--- config.mk ---
export PLATFORM = sky130hd
export DESIGN_NAME = gb_ext_bridge
export DESIGN_NICKNAME = d
export VERILOG_FILES = /design/src/rtl/gb_ext_bridge_pkg.sv /design/src/rtl/gb_ext_bridge_read_pipe.sv /design/src/rtl/gb_ext_bridge.sv
export SDC_FILE = /design/constraint.sdc
export NUM_CORES = 1
export LEC_CHECK = 0
export BUFFER_PORTS_ARGS = -buffer_cell sky130_fd_sc_hd__clkbuf_2
export CAP_MARGIN = 20
export CELL_PAD_IN_SITES_DETAIL_PLACEMENT = 0
export CELL_PAD_IN_SITES_GLOBAL_PLACEMENT = 1
export CORE_ASPECT_RATIO = 0.6
export CORE_MARGIN = 10
export CORE_UTILIZATION = 35
export DETAILED_ROUTE_END_ITERATION = 8
export HOLD_SLACK_MARGIN = 0.08
export PLACE_DENSITY = 0.91
export REMOVE_ABC_BUFFERS = 1
export SYNTH_ARGS = -nofsm -noshare
export SYNTH_HDL_FRONTEND = slang
export SYNTH_HIERARCHICAL = 1
export SYNTH_SLANG_ARGS = --single-unit
--- constraint.sdc ---
create_clock -name lb_clk -period 3.4 [get_ports lb_clk]
set_input_delay 0.34 -clock lb_clk [delete_from_list [all_inputs] [get_ports lb_clk]]
set_output_delay 0.34 -clock lb_clk [all_outputs]
set_load 0.02 [all_outputs]
--- src/rtl/gb_ext_bridge_pkg.sv ---
// Shared definitions for the ghostbus external bridge: default localbus
// widths and the channel-index width helper used for window decode.
package gb_ext_bridge_pkg;

    localparam int GB_AW = 24;
    localparam int GB_DW = 32;

    // Number of address bits needed to select one of nch channels (at least 1).
    function automatic int gb_chw(input int nch);
        int w;
        w = 0;
        while ((1 << w) < nch) begin
            w = w + 1;
        end
        if (w < 1) begin
            w = 1;
        end
        return w;
    endfunction

endpackage

--- src/rtl/gb_ext_bridge_read_pipe.sv ---
// Fixed-depth shift register with asynchronous clear. Every stage is
// exposed so the parent can tap the tag at the cycle it needs it.
module gb_ext_bridge_read_pipe #(
    parameter int DEPTH = 2,
    parameter int WIDTH = 4
) (
    input  logic                     clk_i,
    input  logic                     rst_ni,
    input  logic [WIDTH-1:0]         d_i,
    output logic [DEPTH*WIDTH-1:0]   stages_o
);

    logic [DEPTH-1:0][WIDTH-1:0] stage_q;

    // Shift one stage per clock; reset flushes every in-flight entry.
    always_ff @(posedge clk_i or negedge rst_ni) begin
        if (!rst_ni) begin
            stage_q <= '0;
        end else begin
            stage_q[0] <= d_i;
            for (int k = 1; k < DEPTH; k++) begin
                stage_q[k] <= stage_q[k-1];
            end
        end
    end

    assign stages_o = stage_q;

endmodule

--- src/rtl/gb_ext_bridge.sv ---
// Bridge from the 32-bit ghostbus host localbus to NCH narrow external
// peripherals: window decode, per-channel level/edge read strobes,
// registered external strobes and a read-return pipeline that lines the
// returned data up with the host read delay.
module gb_ext_bridge
    import gb_ext_bridge_pkg::*;
#(
    parameter int              AW         = GB_AW,
    parameter int              DW         = GB_DW,
    parameter int              NCH        = 2,
    parameter int              EXT_AW     = 11,
    parameter int              EXT_DW     = 8,
    parameter logic [AW-1:0]   BASE       = 24'h010000,
    parameter int              RD_LAT     = 1,
    parameter int              READ_DELAY = 3,
    parameter logic [NCH-1:0]  EDGE_MASK  = 2'b01
) (
    input  logic                  lb_clk,
    input  logic                  rst_n,
    input  logic [AW-1:0]         lb_addr,
    input  logic                  lb_write,
    input  logic                  lb_read,
    input  logic [DW-1:0]         lb_wdata,
    output logic [DW-1:0]         lb_rdata,
    output logic                  lb_rvalid,
    output logic [EXT_AW-1:0]     ext_addr,
    output logic [EXT_DW-1:0]     ext_wdata,
    output logic [NCH-1:0]        ext_wen,
    output logic [NCH-1:0]        ext_ren,
    input  logic [NCH*EXT_DW-1:0] ext_rdata,
    output logic                  hit
);

    localparam int CHW    = gb_chw(NCH);
    localparam int WLO    = EXT_AW + CHW;
    localparam int TW     = CHW + 2;
    localparam int TDEPTH = READ_DELAY - 1;
    localparam int DDEPTH = READ_DELAY - 2 - RD_LAT;

    // Parameter sanity: the host must wait long enough for the peripheral,
    // the external word must fit the host word, and NCH must fit CHW bits.
    if (READ_DELAY < RD_LAT + 2) begin : g_err_delay
        $error("gb_ext_bridge: READ_DELAY must be >= RD_LAT+2");
    end
    if (EXT_DW > DW) begin : g_err_width
        $error("gb_ext_bridge: EXT_DW must not exceed DW");
    end
    if (NCH > (1 << CHW)) begin : g_err_nch
        $error("gb_ext_bridge: NCH does not fit the channel index");
    end

    // ------------------------------------------------------------------
    // Decode and strobe generation
    // ------------------------------------------------------------------
    logic              dec_inwin_s;
    logic [CHW-1:0]    dec_ch_s;
    logic              same_run_s;
    logic              strobe_s;

    logic              lb_read_q;
    logic [AW-1:0]     lb_addr_q;

    logic [NCH-1:0]    ext_wen_d,   ext_wen_q;
    logic [NCH-1:0]    ext_ren_d,   ext_ren_q;
    logic [EXT_AW-1:0] ext_addr_d,  ext_addr_q;
    logic [EXT_DW-1:0] ext_wdata_d, ext_wdata_q;
    logic              hit_d,       hit_q;

    // Window decode: upper bits match the base and the channel index exists.
    always_comb begin
        dec_ch_s = lb_addr[WLO-1:EXT_AW];
        if ((lb_addr[AW-1:WLO] == BASE[AW-1:WLO]) &&
            ({1'b0, dec_ch_s} < (CHW+1)'(NCH))) begin
            dec_inwin_s = 1'b1;
        end else begin
            dec_inwin_s = 1'b0;
        end
    end

    // Next-state of the external strobes, shared address/data and hit flag.
    always_comb begin
        same_run_s  = lb_read_q && (lb_addr == lb_addr_q);
        strobe_s    = lb_read | lb_write;
        ext_wen_d   = '0;
        ext_ren_d   = '0;
        for (int i = 0; i < NCH; i++) begin
            if (dec_inwin_s && (dec_ch_s == CHW'(i))) begin
                ext_wen_d[i] = lb_write;
                // An edge channel only sees the first cycle of a read run to
                // one address; a new address starts a new run.
                if (EDGE_MASK[i]) begin
                    ext_ren_d[i] = lb_read && !same_run_s;
                end else begin
                    ext_ren_d[i] = lb_read;
                end
            end else begin
                ext_wen_d[i] = 1'b0;
                ext_ren_d[i] = 1'b0;
            end
        end
        if (strobe_s) begin
            ext_addr_d  = lb_addr[EXT_AW-1:0];
            ext_wdata_d = lb_wdata[EXT_DW-1:0];
            hit_d       = dec_inwin_s;
        end else begin
            ext_addr_d  = ext_addr_q;
            ext_wdata_d = ext_wdata_q;
            hit_d       = hit_q;
        end
    end

    // Register the external-side outputs and the previous-cycle read/address.
    always_ff @(posedge lb_clk or negedge rst_n) begin
        if (!rst_n) begin
            lb_read_q   <= 1'b0;
            lb_addr_q   <= '0;
            ext_wen_q   <= '0;
            ext_ren_q   <= '0;
            ext_addr_q  <= '0;
            ext_wdata_q <= '0;
            hit_q       <= 1'b0;
        end else begin
            lb_read_q   <= lb_read;
            lb_addr_q   <= lb_addr;
            ext_wen_q   <= ext_wen_d;
            ext_ren_q   <= ext_ren_d;
            ext_addr_q  <= ext_addr_d;
            ext_wdata_q <= ext_wdata_d;
            hit_q       <= hit_d;
        end
    end

    assign ext_wen   = ext_wen_q;
    assign ext_ren   = ext_ren_q;
    assign ext_addr  = ext_addr_q;
    assign ext_wdata = ext_wdata_q;
    assign hit       = hit_q;

    // ------------------------------------------------------------------
    // Read-return pipeline
    // Stage k of the tag pipe holds the read issued k+1 cycles earlier.
    // ------------------------------------------------------------------
    logic [TW-1:0]        tag_in_s;
    logic [TDEPTH*TW-1:0] tag_stages_s;
    logic [TW-1:0]        tap_s;
    logic [TW-1:0]        fin_s;
    logic [NCH-1:0]       cap_sel_s;
    logic [EXT_DW-1:0]    cap_data_s;
    logic [EXT_DW-1:0]    ret_data_s;
    logic                 lb_rvalid_q;
    logic [DW-1:0]        lb_rdata_q;
    logic                 unused_s;

    assign tag_in_s = {lb_read, lb_read & dec_inwin_s, dec_ch_s};

    gb_ext_bridge_read_pipe #(
        .DEPTH (TDEPTH),
        .WIDTH (TW)
    ) u_tag_pipe (
        .clk_i    (lb_clk),
        .rst_ni   (rst_n),
        .d_i      (tag_in_s),
        .stages_o (tag_stages_s)
    );

    assign tap_s = tag_stages_s[RD_LAT*TW +: TW];
    assign fin_s = tag_stages_s[(TDEPTH-1)*TW +: TW];

    // Pick the addressed channel's read data while it is valid; zero otherwise.
    always_comb begin
        cap_data_s = '0;
        for (int i = 0; i < NCH; i++) begin
            cap_sel_s[i] = tap_s[TW-1] && tap_s[CHW] && (tap_s[CHW-1:0] == CHW'(i));
            cap_data_s   = cap_data_s | ({EXT_DW{cap_sel_s[i]}} & ext_rdata[i*EXT_DW +: EXT_DW]);
        end
    end

    if (DDEPTH > 0) begin : g_data_dly
        logic [DDEPTH*EXT_DW-1:0] data_stages_s;

        gb_ext_bridge_read_pipe #(
            .DEPTH (DDEPTH),
            .WIDTH (EXT_DW)
        ) u_data_pipe (
            .clk_i    (lb_clk),
            .rst_ni   (rst_n),
            .d_i      (cap_data_s),
            .stages_o (data_stages_s)
        );

        assign ret_data_s = data_stages_s[(DDEPTH-1)*EXT_DW +: EXT_DW];
    end else begin : g_data_direct
        assign ret_data_s = cap_data_s;
    end

    // Present one rvalid per host read; data holds between returns.
    always_ff @(posedge lb_clk or negedge rst_n) begin
        if (!rst_n) begin
            lb_rvalid_q <= 1'b0;
            lb_rdata_q  <= '0;
        end else if (fin_s[TW-1]) begin
            lb_rvalid_q <= 1'b1;
            lb_rdata_q  <= DW'(ret_data_s);
        end else begin
            lb_rvalid_q <= 1'b0;
        end
    end

    assign lb_rvalid = lb_rvalid_q;
    assign lb_rdata  = lb_rdata_q;

    // Upper write-data bits and the non-tapped tag fields are intentionally dropped.
    assign unused_s = ^{lb_wdata, tag_stages_s};

endmodule

### After elaboration in Yosys (flattened, before gate mapping)

Index checks and enable logic that the tools add are counted.
W data, S select, Z words.

* shifts and indexed selects: 0
* equal/unequal tests: 2
* reduce and logical (&&, ||, !) cells: 8
* divide/modulo/power cells: 0
* magnitude comparators: 0
* bitwise logic cells: 7
* $mul: 0
* muxes and demuxes: 6
* add/subtract/negate cells: 0

Operators with widths (number)
* $eq A24 B24 Y1: 1
* $and A8 B8 Y8: 2
* $eq A12 B5 Y1 const B: 1
* $or A8 B8 Y8: 1
* $logic_and A1 B1 Y1: 7
* $mux W1: 6
* $not A1 Y1: 2
* $and A1 B1 Y1: 1
* $logic_not A1 Y1: 1
* $or A1 B1 Y1: 1

* RAM bits: 0
* latch bits: 0
* memories: 0
* memory bits (read-only): 0
* bits of input ports: 76
* flip-flop bits (word level): 64

### Longest topological paths before layout

* depth after elaboration: 5
* mapped depth: 4
* mapped depth without buffers: 4

### By module

The synthesis kept the hierarchy.

By module, submodules not included
* gb_ext_bridge: cells each 177, times used 1, seq. area each 1451.4 um^2, area an instance 2378.5 um^2
* gb_ext_bridge_read_pipe: cells each 6, times used 1, seq. area each 150.1 um^2, area an instance 150.1 um^2

### Least setup slack after synthesis

Ideal clock, no wire load.

* path kind: in2reg
* start point: input port lb_read
* end point: register hit_q, in the netlist hit
* stages: 3
* data required time: 3275 ps
* library setup time: 125 ps
* arrival: 994 ps
* slack: 2281 ps
* path through: nor2_1 > buf_2 > mux2_2

* cells in the longest elaborated chain, start to end: 1

Ends and longest elaborated chain
* start: declaration: RTL line gb_ext_bridge.sv:22 `input logic lb_read,`
* $or A1 B1 Y1: RTL line gb_ext_bridge.sv:83 `strobe_s = lb_read | lb_write;`
* end signal: assignment: RTL line gb_ext_bridge.sv:129 `hit_q <= hit_d;`
* end: declaration: RTL line gb_ext_bridge.sv:67 `logic hit_d, hit_q;`

Every way passes these cells.
A chain may end at the register's enable or synchronous reset.

### Worst setup path after layout

* start point: register lb_addr_q[3]
* end point: register ext_ren_q[0], in the netlist ext_ren[0]

* cells in the longest elaborated chain, start to end: 5

Ends and longest elaborated chain
* start: declaration: RTL line gb_ext_bridge.sv:61 `logic [AW-1:0] lb_addr_q;`
* start signal: assignment: RTL line gb_ext_bridge.sv:124 `lb_addr_q <= lb_addr;`
* $eq A24 B24 Y1: RTL line gb_ext_bridge.sv:82 `same_run_s = lb_read_q && (lb_addr == lb_addr_q);`
* $logic_and A1 B1 Y1: RTL line gb_ext_bridge.sv:82
* $logic_not A1 Y1: RTL line gb_ext_bridge.sv:92 `ext_ren_d[i] = lb_read && !same_run_s;`
* $logic_and A1 B1 Y1: RTL line gb_ext_bridge.sv:92
* $mux W1: RTL line gb_ext_bridge.sv:87 `if (dec_inwin_s && (dec_ch_s == CHW'(i))) begin`
* net ext_ren_d[0]: RTL line gb_ext_bridge.sv:64 `logic [NCH-1:0] ext_ren_d, ext_ren_q;`
* end signal: assignment: RTL line gb_ext_bridge.sv:126 `ext_ren_q <= ext_ren_d;`
* end: declaration: RTL line gb_ext_bridge.sv:64

The timed path passes the listed nets, and every way through them passes these cells.

==> flow_summary_export.csv <==
group,metric,value,unit
finish,utilization,47.7,%
placed_design,placed_area,2970,um2
finish,stdcell_count,368,
clock_network,cts.sinks,64,
run,max_cap_viol_count,0,
clock_network,clock-root-buffer,"clkbuf_16",
worst_setup_path,cp.depth,4,
floorplan,boundaryPins,133,
worst_setup_path,crit_path_top_delay_cell,"dfrtp_1",
floorplan,design.die.area,11100,um2
pwr,ir_drop,258,uV
worst_setup_path,path_cells,"xnor2_1 > nand4_1 > nor4_1 > a211oi_1",
sta,fin_crit_sh,35.8,%
drt,drtAntennaViolNets,0,
worst_setup_path,endpoint_kind,"flop",
sta,tns,0,ps
drt,wire_per_inst,15.8,um
sta,maxSlewViolCount,0,
clock_network,cts_made_buffers,9,
global_routing,overflow,0,
sta,setup_viol,0,
worst_setup_path,required,3590,ps
clock_network,cts.repair_timing.setup_buffer_count,0,
synthesis,yosys_register_bits,64,
placed_design,place_hpwl,4550,um
drt,via_per_inst,4.33,
clock_network,clock_latency,320,ps
sta,finalHoldViolations,0,
global_routing,grt_max_degree,37,
pwr,p_per_area,585,nW/um2
synthesis,synth.top_cell.area_share,63.3,%
worst_setup_path,crit_buf_inv,0,
sta,worst_pin_slew,820,ps
drt,first_iter_violations,86,
hold_path,hp-class,"in2async",
synthesis,yosysWarnings,6,
drt,first_pass_iters,3,
synthesis,synth_top_area_cell,"dfrtp_1",
synthesis,postSynthAreaPerCell,13.8,um2
sta,fin_crit,1220,ps
placed_design,place_congestion,0.722,
global_routing,grt_pass1_vias,1806,
synthesis,netlist_area,2530,um2
global_routing,gr-usage-all-layers,10.6,%
placed_design,pre_cts_ws,1830,ps
clock_network,ctsHoldBuffers,0,
finish,area_growth,29.2,%
sta,rsz0062_at_grt,"no",
sta,slew-limit-headroom,45.3,%
sta,fmax,821,MHz
clock_network,post_cts_resized,0,
clock_network,cts_tree,"done",
placed_design,portBuffers,84,
drt,drc,0,
worst_setup_path,cp_top_family,"simple AND/OR/NAND/NOR gates",
worst_setup_path,crit_path_start_kind,"flop",
worst_setup_path,critPathMaxFanout,1,
placed_design,dp_cells,352,
finish,diodes,0,
floorplan,die_w,130,um
drt,wl,5810,um
global_routing,antenna_found_initial,0,
clock_network,h-tree-depth,3,
floorplan,die_y,85.8,um
drt,routed-via-count,1595,
pwr,leakagePower,1.60,nW
floorplan,start_util,36.9,%
run_status,status,"finished clean",
finish,layout.nets,352,
synthesis,yosysSeqAreaShare,63.3,%
worst_setup_path,criticalPathCategory,"reg2reg",
worst_setup_path,crit_path_max_incr_delay,370,ps
sta,layout_setup_ws,2180,ps
global_routing,grt_pass1_wl,9230,um
synthesis,synth_cells,183,
sta,clock_skew,5.41,ps
synthesis,ys_types,21,
floorplan,rows,23,
clock_network,clockBufferDepth,2,
clock_network,clk_pin_slew,60,ps
floorplan,core,6850,um2
finish,final_area,3270,um2
worst_setup_path,critPathArrivalTime,1410,ps
synthesis,synthTopCellsByArea,"dfrtp_1 (63%), mux2_1 (8.5%), xnor2_1 (8.3%), buf_4 (7.1%), mux2i_1 (3.2%)",
finish,drive_gt1_share,38.1,%
worst_setup_path,r2r_cells,4,
worst paths after layout:
path	startpoint	endpoint	slack [ps]
min reg2reg	u_tag_pipe/stages_o[1]	u_tag_pipe/stages_o[4]	340
max	lb_addr_q[3]	ext_ren[0]	2180
max in group asynchronous	rst_n	lb_addr_q[4]	2520
min in group lb_clk	lb_addr[0]	lb_addr_q[0]	160
min	rst_n	lb_rdata[2]	110
max reg2reg	lb_addr_q[3]	ext_ren[0]	2180
per-stage QoR:
step | hold slack, ps | total power, W
2_1_floorplan | 44.4 | 0.000932
3_3_place_gp | 336 | 0.00102
3_5_place_dp | 336 | 0.00103
4_1_cts | 139 | 0.00194
5_1_grt | 155 | 0.00199
6_report | 108 | 0.00191
final cells by class:
cell class / instances / area, um2
fill: 640 / 3580
sequential: 64 / 1600
multi-input combinational: 105 / 783
timing repair buffer: 87 / 443
clock buffer: 9 / 225
tap: 87 / 109
clock inverter: 7 / 71.3
inverter: 9 / 33.8
cells in the final DEF, fill, tap and decap left out:
master,netlist,routed
buf_2,3,1
clkbuf_16,0,9
mux2_2,1,1
clkbuf_2,0,83
conb_1,1,24
and3_2,1,1
inv_1,9,9
clkinvlp_4,0,3
mux2_1,19,19
nor4b_2,1,1
and3_1,2,2
bufinv_16,0,1
nor2_1,2,1
a211oi_1,1,1
nand2_1,4,4
nand4_1,5,5
nor2_2,0,1
dfrtp_1,64,64
nor4_1,3,3
o22ai_1,8,8
nand3_1,1,1
inv_6,0,1
mux2i_1,8,8
nor3_1,1,1
xnor2_1,24,24
buf_4,24,3
clkinv_2,0,2
cell usage after synthesis:
master / instances
xnor2_1: 24
nor3_1: 1
dfrtp_1: 64
a211oi_1: 1
clkbuf_1: 1
nand2_1: 4
nor4b_2: 1
and3_1: 2
o22ai_1: 8
mux2i_1: 8
and3_2: 1
mux2_2: 1
buf_4: 24
mux2_1: 19
nand4_1: 5
nor4_1: 3
conb_1: 1
inv_1: 9
buf_2: 3
nand3_1: 1
nor2_1: 2
logic make-up (layout without fill, tap and decap cells):
family                 Yosys count  in the layout  share of synthesized area, %
multiplexers                    28             28                          12.1
XOR/XNOR                        24             24                          8.31
other                            1             24                         0.148
flip-flops                      64             64                          63.3
AO/OA/AOI/OAI                    9              9                          2.28
AND/OR/NAND/NOR                 20             20                          4.65
buffers and inverters           37            112                          9.20
metal layers:
metal,vias to the layer above,share of wire [%],global-route usage [%]
li1,753,-,-
met1,767,43,12.3
met2,67,45,16.4
met4,0,0.83,3.35
met3,8,10,5.59
met5,-,0,0
power breakdown:
group / internal (W) / total, W / switching (W)
registers: 0.000799 / 0.000820 / 0.0000207
clock network: 0.000566 / 0.000901 / 0.000335
logic: 0.0000741 / 0.000190 / 0.000116
state kept, by name, summed over array words and instances, names as in the netlist:
name	cells
lb_rvalid	1
lb_addr_q	24
ext_ren	2
ext_wen	2
ext_addr	11
u_tag_pipe/stages_o	6
hit	1
ext_wdata	8
lb_read_q	1
lb_rdata	8
Power figures use the tool's default switching activity.
